[config.mk]
export PLATFORM = sky130hd
export DESIGN_NAME = vga_timing_gen_flat
export DESIGN_NICKNAME = d
export VERILOG_FILES = /design/src/rtl/vga_timing_pkg.sv /design/src/rtl/vga_timing_gen_if.sv /design/src/rtl/vga_axis_counter.sv /design/src/rtl/vga_timing_gen.sv /design/src/flat_wrapper.sv
export SDC_FILE = /design/constraint.sdc
export NUM_CORES = 1
export LEC_CHECK = 0
export BUFFER_PORTS_ARGS = -buffer_cell sky130_fd_sc_hd__buf_4
export CELL_PAD_IN_SITES_DETAIL_PLACEMENT = 0
export CELL_PAD_IN_SITES_GLOBAL_PLACEMENT = 1
export CORE_ASPECT_RATIO = 0.5
export CORE_MARGIN = 2
export CORE_UTILIZATION = 34
export DETAILED_ROUTE_END_ITERATION = 7
export PLACE_DENSITY_LB_ADDON = 0.1
export SYNTH_ARGS = -nofsm -noshare
export SYNTH_HDL_FRONTEND = slang
export SYNTH_SLANG_ARGS = --single-unit
[constraint.sdc]
create_clock -name i_Clk -period 2.58 [get_ports i_Clk]
set_input_delay 0.129 -clock i_Clk [delete_from_list [all_inputs] [get_ports i_Clk]]
set_output_delay 0.129 -clock i_Clk [all_outputs]
set_load 0.02 [all_outputs]
[src/rtl/vga_timing_pkg.sv]
// Purpose: shared constants and helpers for the VGA raster timing generator.
// Holds the default 640x480@60 segment lengths, the counter width and a
// helper that sums the four segments of an axis into its total length.
package vga_timing_pkg;

  // Default horizontal segments, in pixels
  localparam int unsigned H_ACTIVE = 640;
  localparam int unsigned H_FP     = 16;
  localparam int unsigned H_SYNC   = 96;
  localparam int unsigned H_BP     = 48;

  // Default vertical segments, in lines
  localparam int unsigned V_ACTIVE = 480;
  localparam int unsigned V_FP     = 10;
  localparam int unsigned V_SYNC   = 2;
  localparam int unsigned V_BP     = 33;

  localparam int unsigned CNT_W    = 10;

  // Total length of one axis from its four segments
  function automatic int unsigned vga_total(input int unsigned active,
                                            input int unsigned fp,
                                            input int unsigned sync,
                                            input int unsigned bp);
    return active + fp + sync + bp;
  endfunction

endpackage

[src/rtl/vga_timing_gen_if.sv]
// Purpose: raster timing bundle between the generator and its consumers.
//   i_En           pixel advance enable (driven by the consumer side)
//   o_HSync/VSync  syncs at their configured polarity
//   o_Active       visible-region flag
//   o_Col_Count    current column
//   o_Row_Count    current row
//   o_Line_Start   one-clock strobe on entry to col 0
//   o_Frame_Start  one-clock strobe on entry to (0,0)
interface vga_timing_gen_if #(
  parameter int unsigned CNT_W = vga_timing_pkg::CNT_W
);
  logic             i_En;
  logic             o_HSync;
  logic             o_VSync;
  logic             o_Active;
  logic [CNT_W-1:0] o_Col_Count;
  logic [CNT_W-1:0] o_Row_Count;
  logic             o_Line_Start;
  logic             o_Frame_Start;

  // Generator side
  modport master (
    input  i_En,
    output o_HSync, o_VSync, o_Active, o_Col_Count, o_Row_Count,
           o_Line_Start, o_Frame_Start
  );

  // Renderer / colour-mux side
  modport slave (
    output i_En,
    input  o_HSync, o_VSync, o_Active, o_Col_Count, o_Row_Count,
           o_Line_Start, o_Frame_Start
  );
endinterface

[src/rtl/vga_axis_counter.sv]
// Purpose: one raster axis (horizontal or vertical) counter with region decode.
//   i_Clk, i_Rst  clock, asynchronous active-high reset
//   advance       step the count by one (wrapping at the axis total)
//   count         current position, resets to TOTAL-1
//   wrap_c        combinational: this edge takes count from TOTAL-1 to 0
//   sync          registered sync, POL while in the sync segment
//   in_active     registered, count < ACTIVE
//   start         registered one-clock strobe on entry to position 0
module vga_axis_counter
  import vga_timing_pkg::vga_total;
#(
  parameter int unsigned ACTIVE = 640,
  parameter int unsigned FP     = 16,
  parameter int unsigned SYNC   = 96,
  parameter int unsigned BP     = 48,
  parameter bit          POL    = 1'b0,
  parameter int unsigned CNT_W  = 10
) (
  input  logic             i_Clk,
  input  logic             i_Rst,
  input  logic             advance,
  output logic [CNT_W-1:0] count,
  output logic             wrap_c,
  output logic             sync,
  output logic             in_active,
  output logic             start
);

  localparam int unsigned      TOTAL    = vga_total(ACTIVE, FP, SYNC, BP);
  localparam int unsigned      SYNC_BEG = ACTIVE + FP;
  localparam int unsigned      SYNC_END = ACTIVE + FP + SYNC;
  localparam logic [CNT_W-1:0] LAST     = CNT_W'(TOTAL - 1);

  logic [CNT_W-1:0] count_nxt;
  logic             at_last;

  assign at_last = (count == LAST);
  assign wrap_c  = advance & at_last;

  // Next position; holds when not advancing
  always_comb begin
    count_nxt = count;
    if (advance) begin
      count_nxt = at_last ? '0 : count + CNT_W'(1);
    end
  end

  // Decode from the next count so flags line up with the count they describe
  always_ff @(posedge i_Clk or posedge i_Rst) begin
    if (i_Rst) begin
      count     <= LAST;
      sync      <= ~POL;
      in_active <= 1'b0;
      start     <= 1'b0;
    end else begin
      count     <= count_nxt;
      sync      <= (count_nxt >= CNT_W'(SYNC_BEG) && count_nxt < CNT_W'(SYNC_END))
                   ? POL : ~POL;
      in_active <= (count_nxt < CNT_W'(ACTIVE));
      start     <= wrap_c;
    end
  end

endmodule

[src/rtl/vga_timing_gen.sv]
// Purpose: VGA raster timing generator built from two chained axis counters.
//   i_Clk  pixel clock
//   i_Rst  asynchronous reset, active-high
//   vif    timing bundle (master side): i_En in; syncs, active flag,
//          col/row counts and line/frame start strobes out
module vga_timing_gen #(
  parameter int unsigned H_ACTIVE = vga_timing_pkg::H_ACTIVE,
  parameter int unsigned H_FP     = vga_timing_pkg::H_FP,
  parameter int unsigned H_SYNC   = vga_timing_pkg::H_SYNC,
  parameter int unsigned H_BP     = vga_timing_pkg::H_BP,
  parameter int unsigned V_ACTIVE = vga_timing_pkg::V_ACTIVE,
  parameter int unsigned V_FP     = vga_timing_pkg::V_FP,
  parameter int unsigned V_SYNC   = vga_timing_pkg::V_SYNC,
  parameter int unsigned V_BP     = vga_timing_pkg::V_BP,
  parameter bit          HS_POL   = 1'b0,
  parameter bit          VS_POL   = 1'b0,
  parameter int unsigned CNT_W    = vga_timing_pkg::CNT_W
) (
  input  logic              i_Clk,
  input  logic              i_Rst,
  vga_timing_gen_if.master  vif
);

  logic h_wrap_c;
  logic v_wrap_unused_c;
  logic h_active;
  logic v_active;

  // Column counter: advances on every enabled pixel clock
  vga_axis_counter #(
    .ACTIVE(H_ACTIVE), .FP(H_FP), .SYNC(H_SYNC), .BP(H_BP),
    .POL(HS_POL), .CNT_W(CNT_W)
  ) u_h_cnt (
    .i_Clk    (i_Clk),
    .i_Rst    (i_Rst),
    .advance  (vif.i_En),
    .count    (vif.o_Col_Count),
    .wrap_c   (h_wrap_c),
    .sync     (vif.o_HSync),
    .in_active(h_active),
    .start    (vif.o_Line_Start)
  );

  // Row counter: advances only on the column wrap, so its start strobe
  // can only fire together with col 0 and marks the frame start
  vga_axis_counter #(
    .ACTIVE(V_ACTIVE), .FP(V_FP), .SYNC(V_SYNC), .BP(V_BP),
    .POL(VS_POL), .CNT_W(CNT_W)
  ) u_v_cnt (
    .i_Clk    (i_Clk),
    .i_Rst    (i_Rst),
    .advance  (h_wrap_c),
    .count    (vif.o_Row_Count),
    .wrap_c   (v_wrap_unused_c),
    .sync     (vif.o_VSync),
    .in_active(v_active),
    .start    (vif.o_Frame_Start)
  );

  // Both flags are registered, so the product is aligned with the counts
  assign vif.o_Active = h_active & v_active;

endmodule

[src/flat_wrapper.sv]
// flat-port wrapper written by rule: the top's interface ports become plain ports
module vga_timing_gen_flat 
#(
  parameter int unsigned H_ACTIVE = vga_timing_pkg::H_ACTIVE,
  parameter int unsigned H_FP     = vga_timing_pkg::H_FP,
  parameter int unsigned H_SYNC   = vga_timing_pkg::H_SYNC,
  parameter int unsigned H_BP     = vga_timing_pkg::H_BP,
  parameter int unsigned V_ACTIVE = vga_timing_pkg::V_ACTIVE,
  parameter int unsigned V_FP     = vga_timing_pkg::V_FP,
  parameter int unsigned V_SYNC   = vga_timing_pkg::V_SYNC,
  parameter int unsigned V_BP     = vga_timing_pkg::V_BP,
  parameter bit          HS_POL   = 1'b0,
  parameter bit          VS_POL   = 1'b0,
  parameter int unsigned CNT_W    = vga_timing_pkg::CNT_W
)
  (i_Clk, i_Rst, vif_i_En, vif_o_HSync, vif_o_VSync, vif_o_Active, vif_o_Col_Count, vif_o_Row_Count, vif_o_Line_Start, vif_o_Frame_Start);
  vga_timing_gen_if #(.CNT_W(CNT_W)) vif_i ();
  input  logic i_Clk;
  input  logic i_Rst;
  input wire logic [$bits(vif_i.i_En)-1:0] vif_i_En;
  output wire logic [$bits(vif_i.o_HSync)-1:0] vif_o_HSync;
  output wire logic [$bits(vif_i.o_VSync)-1:0] vif_o_VSync;
  output wire logic [$bits(vif_i.o_Active)-1:0] vif_o_Active;
  output wire logic [$bits(vif_i.o_Col_Count)-1:0] vif_o_Col_Count;
  output wire logic [$bits(vif_i.o_Row_Count)-1:0] vif_o_Row_Count;
  output wire logic [$bits(vif_i.o_Line_Start)-1:0] vif_o_Line_Start;
  output wire logic [$bits(vif_i.o_Frame_Start)-1:0] vif_o_Frame_Start;
  assign vif_i.i_En = vif_i_En;
  assign vif_o_HSync = vif_i.o_HSync;
  assign vif_o_VSync = vif_i.o_VSync;
  assign vif_o_Active = vif_i.o_Active;
  assign vif_o_Col_Count = vif_i.o_Col_Count;
  assign vif_o_Row_Count = vif_i.o_Row_Count;
  assign vif_o_Line_Start = vif_i.o_Line_Start;
  assign vif_o_Frame_Start = vif_i.o_Frame_Start;
  vga_timing_gen #(.H_ACTIVE(H_ACTIVE), .H_FP(H_FP), .H_SYNC(H_SYNC), .H_BP(H_BP), .V_ACTIVE(V_ACTIVE), .V_FP(V_FP), .V_SYNC(V_SYNC), .V_BP(V_BP), .HS_POL(HS_POL), .VS_POL(VS_POL), .CNT_W(CNT_W)) u_core (.i_Clk(i_Clk), .i_Rst(i_Rst), .vif(vif_i));
endmodule
======== Word level (Yosys, flattened, before mapping) ========
Index checks and enable logic that the tools add are counted.
word-level totals
  bits in registers ....................... 26
  bits of input ports ..................... 3
  output and inout port bits .............. 25
  logic and storage cells ................. 29
cells by class
  $add $sub $neg .......................... 2
  magnitude comparators ................... 6
  equality and inequality tests ........... 2
  muxes and demuxes ....................... 6
  bitwise gates (word level) .............. 3
  reductions and logical operators ........ 2
operators by type and width
  kind                                                                                   number
  10-bit two-way mux                                                                     4
  10-bit by 1-bit adder with 10-bit output (second input constant)                       2
  10-bit equality test (second input constant)                                           2
  10-bit < comparator (second input constant)                                            2
  10-bit by 9-bit < comparator with 1-bit output (second input constant)                 2
  10-bit greater-or-equal comparator (second input constant)                             1
  10-bit by 9-bit greater-or-equal comparator with 1-bit output (second input constant)  1
  1-bit bitwise AND                                                                      3
  1-bit logical AND                                                                      2
  1-bit two-way mux                                                                      2

======== Longest topological paths before layout ========
Gate-level depths: netlist (run 1).
  depth in word-level cells ............... 6
  gate-level depth with buffers ........... 9
  depth with buffers taken out ............ 7

======== Modules after synthesis ========
Synthesis (run 1) repeated with hierarchy kept, for this count alone.
unflattened totals
  cells, all modules ...................... 144
  area, all modules ....................... 1470.2 um2
modules (own cells, without submodules)
  module                             times used  cells each  area each (um2)  sequential area each (um2)
  vga_axis_counter (u_core.u_v_cnt)  1           78          749.5            330.3
  vga_axis_counter (u_core.u_h_cnt)  1           65          714.4            335.3
  vga_timing_gen                     1           1           6.3              0.0

======== Least setup slack after synthesis (run 1) ========
No wires, ideal clock.
  kind .................................... reg2reg
  start ................................... register u_core.u_h_cnt.count[9]
  end ..................................... register u_core.u_v_cnt.in_active
  library setup time ...................... 0.131 ns
  arrival ................................. 2.217 ns
  data required time ...................... 2.449 ns
  setup slack ............................. 0.233 ns
  stages on the path, launching flop included .. 8
  path buffers ............................ 1
  period minus slack after synthesis ...... 2.347 ns
  cell sequence ........................... dfstp_2 -> or4b_4 -> or3_4 -> clkinv_2 -> buf_6 -> nand4_4 -> a2111oi_4 -> a21oi_1
on the way
  word-level cells in the longest chain between the ends .. 4
ends and longest elaborated chain
  item                                            line                    text
  start, declared                                 vga_axis_counter.sv:22  output logic [CNT_W-1:0] count,
  start signal, assigned                          vga_axis_counter.sv:56  count <= count_nxt;
  10-bit equality test                            vga_axis_counter.sv:37  assign at_last = (count == LAST);
  1-bit bitwise AND                               vga_axis_counter.sv:38  assign wrap_c = advance & at_last;
  10-bit two-way mux                              vga_axis_counter.sv:43  if (advance) begin
  10-bit by 9-bit < comparator with 1-bit output  vga_axis_counter.sv:59  in_active <= (count_nxt < CNT_W'(ACTIVE));
  end signal, assigned                            vga_axis_counter.sv:59
  end, declared                                   vga_axis_counter.sv:25  output logic in_active,
Every way passes these cells.

======== Final worst setup path (run 1) ========
Ends and elaborated chain as after synthesis.

==> results.md, run 1 <==
* Vias at 1192
* Worst skew pair latency at 0.27 ns
* Post-route cell area at 0.00175 sq mm
* Final Critical Period at 2.40 ns
* Final period utilization at 92.9%
* Reg2reg setup slack at 0.18 ns
* Setup bufs post-CTS at 0
* Gr ovfl total at 0
* Initial antenna violation count at 0
* Mux contribution to synthesized area at 3.61%
* R2r startpoint: u_core.u_h_cnt.count[9]
* CTS resizes at 0
* RSZ-0062 raised after global routing: false
* #FFs+latches synth at 26
* DR iter-0 viols at 42
* Compound-Gate Fraction of Synth Area at 11.7%
* Hpwl dp at 2.52 mm
* R2R cell count at 6
* Clk sink count at 26
* Die Y at 49.7 um
* Clk_skew at 0.00190 ns
* I/O Pins at 28
* Largest net degree at the start of global routing at 19
* Critical path's slowest cell: dfstp_2
* Hold Buf Count CTS at 1
* CP top delay family: simple AND/OR/NAND/NOR gates
* Post-Synth Adder-Cell Area at 2.64%
* Die width at 95.5 um
* Syn-to-layout area delta at 22.8%
* First-pass GRT wire length at 5.53 mm
* CP Buf/Inv Count at 1
* Synthesized Nets at 153
* DR vias/cell at 5.16
* WP data arrival at 2.55 ns
* Final Instance Count excl. Fillers at 231
* Setup violators final at 0
* Final #Nets at 184
* H-tree depth at 1
* Core ar. at 0.00396 sq mm
* Worst Setup SP: u_core.u_h_cnt.count[9]
* TritonCTS clock tree: done
* Worst Path Class, Setup: register to register
* Slew @ Worst Pin at 0.698 ns
* Setup_tns at 0 ns
* Main combinational cell family by area after synthesis: simple AND/OR/NAND/NOR gates
* Crit end category: register
* R2R Path End: u_core.u_v_cnt.in_active
* Post-Synth XOR/XNOR Area at 4.93%
* Post-Syn Area at 0.00142 sq mm
* Layout cells sized above 1 at 29.4%
* CP Depth at 6
* Outcome: complete, no violations
* Total power at 1.00 mW
* Worst-path clk slew at 0.09 ns
* Number of core rows at 16
* Drc violations at 0
* Post-layout util at 44.1%
* Hold Violations, Final at 0
* GP Congestion at 0.828
* Mapped Cells at 147
* Crit-path max cell delay at 0.56 ns
* Syn. warnings at 0
* Crit start category: register
* PD cells at 575 mW/mm^2
* Number of routed nets with antenna violations at 0
* Worst slack at placement at 0.195 ns
* IO Port Bufs at 27
* Worst rel slew slack at 53.4%
* Placed Cells at 226
* Final wirelength at 3.32 mm
* CTS buffer count at 3
* CP Max Fanout at 14
* Hold WC Path Type: input port to register
* Post-synthesis simple-gate area fraction at 25.4%
* Drt pass-1 iters at 4
* Max Fclk at 417 MHz
* Tot GR Track Use at 15.2%
* Crit-path cells: or4b_4 -> or3_4 -> clkinv_2 -> nand4_4 -> a2111oi_4 -> a21oi_1
* Drt wl/cell at 14.4 um
* WHS at 0.0762 ns
* Post-Syn Area per Cell at 9.68 sq um
* Vias in the first global route at 1110
* Die Area at 0.00475 sq mm
* Worst setup path end: u_core.u_v_cnt.in_active
* Antenna cell count at 0
* Maximum vdd drop at 0.000192 V
* Clk root buf: clkbuf_8
* CP Data Required Time at 2.73 ns
* Layout filler cell count at 424
* Placed inst area at 0.00169 sq mm
* Sequential share of the synthesized area at 46.8%
* Static Leak at 0.752 nW
* CTS Buffer Depth at 2
* Starting Density at 35.9%
* Max cap viols at 0
* Max-slew violation count at 0
* Post-synth cell types at 38
* Final WS setup at 0.182 ns
-- cell families after synthesis --
group | after synthesis
XOR/XNOR | 8
AO/OA/AOI/OAI | 25
multiplexers | 5
flip-flops | 26
adder cells (fa/ha/maj) | 3
AND/OR/NAND/NOR | 64
buffers and inverters | 16
-- state kept, by name (all words and copies together) (netlist names) --
register and flops:
u_core.u_h_cnt.count 10, u_core.u_h_cnt.in_active 1, u_core.u_h_cnt.start 1, u_core.u_h_cnt.sync 1, u_core.u_v_cnt.count 10, u_core.u_v_cnt.in_active 1, u_core.u_v_cnt.start 1, u_core.u_v_cnt.sync 1
-- Yosys cell counts --
library cell  instances  area, sq um
a2111oi_4             1         27.5
a21oi_1               5         25.0
a311oi_1              1         8.76
a31oi_1               3         18.8
a41oi_1               1         8.76
and2_1                3         18.8
and3_1                3         18.8
and4_1                1         8.76
buf_2                 1         5.00
buf_6                 1         11.3
clkbuf_1              4         15.0
clkinv_2              1         5.00
dfrtp_1              14          350
dfstp_2              12          315
ha_1                  3         37.5
inv_1                 9         33.8
mux2_2                1         11.3
mux2i_1               4         40.0
nand2_1              13         48.8
nand2b_1              1         6.26
nand3_1              10         50.1
nand4_1               9         56.3
nand4_4               1         21.3
nor2_1                9         33.8
nor2b_1               2         12.5
nor3_1                3         15.0
nor4_1                2         12.5
nor4b_1               1         8.76
o2111ai_1             1         8.76
o21a_1                1         7.51
o21ai_0               7         35.0
o21ai_1               4         20.0
o22ai_1               1         6.26
or3_1                 4         25.0
or3_4                 1         11.3
or4b_4                1         13.8
xnor2_1               6         52.6
xor2_1                2         17.5
-- power by group --
group	internal, mW	switching [mW]
sequential	0.472	0.0699
combinational	0.0965	0.121
clock	0.111	0.134
-- layer usage --
metal	routed length [um]	GRT usage, %	up-vias
li1	-	-	585
met1	1740	22.9	580
met2	1370	21.8	25
met3	190	4.59	2
met4	11	2.14	0
met5	0	0	-
-- layout by cell type, fill, tap and decap left out, types with 4 or more instances in the layout --
cell / count
nand3_1: 10
xnor2_1: 6
nand4_1: 9
mux2i_1: 4
nor2_1: 9
or3_1: 4
o21ai_0: 7
a21oi_1: 5
inv_1: 9
dfstp_2: 12
dfrtp_1: 14
buf_4: 31
o21ai_1: 4
nand2_1: 13
-- worst min path at each step --
stage                        start                       end  slack [ns]  cells past startpoint
after floorplan              i_Rst   u_core.u_h_cnt.count[5]        0.16                      1
after global placement       i_Rst  u_core.u_h_cnt.in_active        0.29                      2
after detailed placement     i_Rst   u_core.u_h_cnt.count[7]        0.29                      2
after CTS                 vif_i_En   u_core.u_h_cnt.count[1]        0.08                      2
after global routing      vif_i_En   u_core.u_h_cnt.count[1]        0.08                      2
final                     vif_i_En   u_core.u_h_cnt.count[1]        0.08                      2
-- cell type report --
| class | instances | area, sq um | area share, % |
|---|---|---|---|
| multi-input cells | 105 | 687 | 39.3 |
| well taps | 54 | 67.6 | 3.87 |
| flip-flops and latches | 26 | 666 | 38.1 |
| clock buffers | 4 | 45.0 | 2.58 |
| inverters | 10 | 38.8 | 2.22 |
| repair buffers | 32 | 243 | 13.9 |
Power figures use the tool's default switching activity.
==> run 2, diff against run 1 <==
--- a/config.mk
+++ b/config.mk
@@ -10,7 +10,7 @@
 export CELL_PAD_IN_SITES_GLOBAL_PLACEMENT = 1
 export CORE_ASPECT_RATIO = 0.5
 export CORE_MARGIN = 2
-export CORE_UTILIZATION = 34
+export CORE_UTILIZATION = 40
 export DETAILED_ROUTE_END_ITERATION = 7
 export PLACE_DENSITY_LB_ADDON = 0.1
 export SYNTH_ARGS = -nofsm -noshare
==> results.md, run 2 (synthesis results as in run 1) <==
* Gr ovfl total at 0
* PD cells at 573 mW/mm^2
* Met3 Use GR at 5.02%
* DR vias/cell at 5.13
* Worst-path clk slew at 0.09 ns
* Number of routed nets with antenna violations at 0
* Post-route cell area at 0.00174 sq mm
* Worst slack at placement at 0.219 ns
* Worst skew pair latency at 0.27 ns
* Most common cell after layout, fill and taps aside: buf_4
* RSZ-0062 raised after global routing: false
* Grt peak-use layer: met1
* Final wirelength at 3.37 mm
* Static Leak at 0.752 nW
* Max-slew violation count at 0
* Initial antenna violation count at 0
* Critical path's slowest cell: dfstp_2
* Maximum vdd drop at 0.000195 V
* CTS buffer count at 3
* Slew @ Worst Pin at 0.599 ns
* Net switching power at 0.320 mW
* Switching part of the total at 32.1%
* Hold Buf Count CTS at 1
* Met1 Use GR at 27.1%
* Final WS setup at 0.212 ns
* IO Port Bufs at 27
* Most frequent cells in the layout: buf_4 (31), dfrtp_1 (14), nand2_1 (13)
* Hold Violations, Final at 0
* Setup bufs post-CTS at 0
* Vias in the first global route at 1105
* Core ar. at 0.00342 sq mm
* Logic pwr share at 22.1%
* Antenna cell count at 0
* Crit end category: register
* Flop pwr share at 54.2%
* Setup_tns at 0 ns
* CP Max Fanout at 12
* Outcome: complete, no violations
* Setup violators final at 0
* Syn-to-layout area delta at 22.5%
* Crit-path cells: or4b_4 -> or3_4 -> clkinv_2 -> nand4_4 -> a2111oi_4 -> a21oi_1
* WP data arrival at 2.52 ns
* Crit start category: register
* Pint at 0.679 mW
* Crit-path max cell delay at 0.56 ns
* Die Y at 46.2 um
* CP Data Required Time at 2.73 ns
* GP Congestion at 0.825
* Drt wl/cell at 14.8 um
* Clk sink count at 26
* Clk root buf: clkbuf_8
* First-pass GRT wire length at 5.53 mm
* Die Area at 0.00408 sq mm
* Drt pass-1 iters at 4
* Vias at 1170
* Starting Density at 41.6%
* I/O Pins at 28
* Placed Cells at 223
* Number of core rows at 15
* Largest regs: u_core.u_h_cnt.count x10, u_core.u_v_cnt.count x10
* TritonCTS clock tree: done
* Tot GR Track Use at 18.4%
* CTS resizes at 0
* Layout cells sized above 1 at 29.4%
* GR Layer Usage met2 at 27.1%
* Largest net degree at the start of global routing at 16
* Hold WC Path Type: input port to register
* DR iter-0 viols at 31
* Final period utilization at 91.8%
* Clk_skew at 0.00666 ns
* Max cap viols at 0
* H-tree depth at 1
* CTS Buffer Depth at 2
* Clock power share at 23.7%
* Placed inst area at 0.00169 sq mm
* Final #Nets at 184
* Hpwl dp at 2.52 mm
* Max Fclk at 422 MHz
* Final Instance Count excl. Fillers at 228
* Die width at 88.3 um
* Final Critical Period at 2.37 ns
* Drc violations at 0
* Worst Path Class, Setup: register to register
* Worst rel slew slack at 60.0%
-- run 2: cell counts in the layout (fill, tap and decap cells not counted) --
Identical to the previous run, type by type.
-- run 2: stage by stage --
step / util (%) / total power, mW / hold WS, ns
floorplan: - / 0.663 / 0.160
global placement: 49.4 / 0.766 / 0.232
finish: 51.0 / 0.999 / 0.0764
detailed placement: 49.4 / 0.769 / 0.228
CTS: 51.0 / 1.01 / 0.0719
global route: 51.0 / 1.05 / 0.0820
-- run 2: critical path, delay by kind of cell, from the launching register on --
family	cells	cell delay (ns)
AOI/OAI and AO/OA	2	0.51
buffers and inverters	1	0.17
DFF	1	0.56
and+or+nand+nor	3	1.01
-- run 2: final timing paths --
path | from | end | slack [ns] | cells after the start
worst min-delay path | vif_i_En | u_core.u_h_cnt.count[0] | 0.08 | 2
min in group asynchronous | i_Rst | u_core.u_v_cnt.count[7] | 0.49 | 3
max in group asynchronous | i_Rst | u_core.u_h_cnt.count[9] | 1.41 | 4
worst max-delay path | u_core.u_h_cnt.count[9] | u_core.u_v_cnt.in_active | 0.21 | 6
worst max register to register | u_core.u_h_cnt.count[9] | u_core.u_v_cnt.in_active | 0.21 | 6
worst min register to register | u_core.u_h_cnt.count[0] | u_core.u_h_cnt.count[0] | 0.51 | 1
-- run 2: metal layers --
| layer | part of all wire (%) | vias to the layer above |
|---|---|---|
| met1 | 53 | 558 |
| li1 | - | 585 |
| met4 | 0.39 | 0 |
| met3 | 4.7 | 2 |
| met5 | 0 | - |
| met2 | 42 | 25 |
-- run 2: area by class of cell --
type | count | area (sq um)
clock buffer | 4 | 45.0
fill | 356 | 1670
inverter | 10 | 38.8
multi-input combinational | 105 | 687
sequential | 26 | 666
tap | 51 | 63.8
timing repair buffer | 32 | 243
-- run 2: power by group through the flow --
stage                     Combinational (mW)  Clock [mW]  Sequential (mW)
final                                  0.221       0.237            0.542
after global placement                 0.219           0            0.547
after detailed placement               0.221           0            0.549
after floorplan                       0.0809           0            0.582
after global routing                   0.240       0.262            0.550
after CTS                              0.222       0.246            0.541
==> run 3, diff against run 2 <==
--- a/config.mk
+++ b/config.mk
@@ -5,6 +5,7 @@
 export SDC_FILE = /design/constraint.sdc
 export NUM_CORES = 1
 export LEC_CHECK = 0
+export ABC_AREA = 1
 export BUFFER_PORTS_ARGS = -buffer_cell sky130_fd_sc_hd__buf_4
 export CELL_PAD_IN_SITES_DETAIL_PLACEMENT = 0
 export CELL_PAD_IN_SITES_GLOBAL_PLACEMENT = 1
==> results.md, run 3 <==
* Max Fclk at 529 MHz
* Post-Syn Area per Cell at 7.36 sq um
* Final Instance Count excl. Fillers at 307
* Setup_tns at 0 ns
* Tot GR Track Use at 17.4%
* Synthesized Nets at 229
* CTS Buffer Depth at 2
* TritonCTS clock tree: done
* CTS buffer count at 3
* Largest cells by area after synthesis: dfrtp_1 (21%), dfstp_2 (19%), nand2_1 (15%)
* Crit end category: register
* Die Y at 49.3 um
* Post-synth ARST share at 100%
* #FFs+latches synth at 26
* RSZ-0062 raised after global routing: false
* Compound-Gate Fraction of Synth Area at 4.81%
* Max-slew violation count at 0
* I/O Pins at 28
* IO Port Bufs at 27
* Final period utilization at 73.2%
* Post-Synth Adder-Cell Area at 2.29%
* CP top delay family: simple AND/OR/NAND/NOR gates
* Number of core rows at 16
* Yosys top cell by area: dfrtp_1
* Syn-to-layout area delta at 18.8%
* Crit start category: register
* CTS resizes at 0
* Antenna cell count at 0
* Vias at 1478
* H-tree depth at 1
* GP Congestion at 0.862
* Mapped Cells at 223
* Setup bufs post-CTS at 0
* Top cell by count, worst path: nand2_1
* Die Area at 0.00466 sq mm
* Drc violations at 0
* Main combinational cell family by area after synthesis: simple AND/OR/NAND/NOR gates
* Final wirelength at 3.69 mm
* Number of routed nets with antenna violations at 0
* Top cells by count, synth: nand2_1 (66), inv_1 (39), nor2_1 (19)
* WP data arrival at 2.06 ns
* Initial antenna violation count at 0
* Post-synth cell types at 27
* Crit-path max cell delay at 0.57 ns
* Post-synthesis simple-gate area fraction at 40.5%
* Hpwl dp at 2.82 mm
* CP Data Required Time at 2.75 ns
* Hold Buf Count CTS at 0
* Outcome: complete, no violations
* Most common cell after layout, fill and taps aside: nand2_1
* Die width at 94.6 um
* CP Buf/Inv Count at 1
* Post-Syn Area at 0.00164 sq mm
* PD cells at 763 mW/mm^2
* Final #Nets at 260
* Syn. warnings at 0
* Post-Synth XOR/XNOR Area at 1.07%
* Worst-path clk slew at 0.10 ns
* Placed Cells at 303
* Post-synth EDFFs at 0
* Clk root buf: clkbuf_8
* Hold WC Path Type: input port to async pin
* Maximum vdd drop at 0.000434 V
* Core ar. at 0.00392 sq mm
* Slew @ Worst Pin at 1.02 ns
* Post-synth top area share at 21.4%
* Worst skew pair latency at 0.27 ns
* Largest regs: u_core.u_h_cnt.count x10, u_core.u_v_cnt.count x10
* Most frequent cells in the layout: nand2_1 (66), inv_1 (39), buf_4 (27)
* Critical path's slowest cell: dfstp_2
* Drt pass-1 iters at 4
* Hold Violations, Final at 0
* Placed inst area at 0.00190 sq mm
* Mux contribution to synthesized area at 0%
* Vias in the first global route at 1353
* CP Max Fanout at 7
* Layout cells sized above 1 at 25.7%
* Starting Density at 41.8%
* Gr ovfl total at 0
* DR vias/cell at 4.81
* Final Critical Period at 1.89 ns
* Clk sink count at 26
* DR iter-0 viols at 92
* Worst Path Class, Setup: register to register
* Clk_skew at 0.0145 ns
* Ys flop type: dfrtp_1
* Post-route cell area at 0.00195 sq mm
* Worst rel slew slack at 31.7%
* Setup violators final at 0
* Sequential share of the synthesized area at 40.6%
* Static Leak at 1.02 nW
* Count leader, synth: nand2_1
* Max cap viols at 0
* First-pass GRT wire length at 6.33 mm
* Crit-path cells: ha_1 -> inv_1 -> nor2_4 -> nand4_4 -> nand2_1 -> nand2_1 -> nor2_1 -> nand2_1 -> nor2_2 -> nor2_2
* Largest net degree at the start of global routing at 27
* Drt wl/cell at 12.0 um
-- run 3: per-layer routing --
metal | track usage (%) | vias up | wire (um)
li1 | - | 756 | -
met2 | 27.5 | 29 | 1620
met3 | 3.86 | 2 | 154
met4 | 2.17 | 0 | 13
met5 | 0 | - | 0
met1 | 25.1 | 691 | 1900
-- run 3: worst paths after layout --
check | startpoint | endpoint | slack [ns] | depth (start not counted)
max | u_core.u_h_cnt.count[0] | u_core.u_v_cnt.in_active | 0.69 | 10
min | i_Rst | u_core.u_v_cnt.in_active | 0.1 | 2
min in group i_Clk | vif_i_En | u_core.u_h_cnt.count[0] | 0.11 | 2
min reg2reg | u_core.u_h_cnt.count[1] | u_core.u_h_cnt.count[1] | 0.52 | 2
max reg2reg | u_core.u_h_cnt.count[0] | u_core.u_v_cnt.in_active | 0.69 | 10
max in group asynchronous | i_Rst | u_core.u_h_cnt.count[5] | 1.86 | 2
-- run 3: where the power goes --
| group | internal, mW | leakage (nW) | switching (mW) | total, mW |
|---|---|---|---|---|
| registers | 0.531 | 0.285 | 0.106 | 0.637 |
| clock network | 0.111 | 0.0228 | 0.131 | 0.242 |
| logic | 0.217 | 0.708 | 0.390 | 0.607 |
-- run 3: final cells by class --
type / count / area (sq um)
Tap cell: 54 / 67.6
Inverter: 45 / 169
Clock buffer: 4 / 45.0
Timing Repair Buffer: 27 / 203
Sequential cell: 26 / 666
Multi-Input combinational cell: 151 / 798
Fill cell: 423 / 1980
-- run 3: kinds of logic after synthesis --
group | Yosys count
simple gates | 133
buf+inv | 46
flops | 26
compound gates | 13
fa+ha+maj | 3
xor+xnor | 2
-- run 3: stage by stage --
| step | setup WS [ns] | utilization (%) | power, mW | hold WS [ns] |
|---|---|---|---|---|
| 5_1_grt | 0.498 | 49.6 | 1.61 | 0.105 |
| 4_1_cts | 0.669 | 49.6 | 1.51 | 0.101 |
| 3_3_place_gp | 0.701 | 48.5 | 1.25 | 0.392 |
| 2_1_floorplan | 0.821 | - | 1.04 | 0.160 |
| 3_5_place_dp | 0.687 | 48.5 | 1.25 | 0.397 |
| 6_report | 0.691 | 49.6 | 1.49 | 0.0956 |
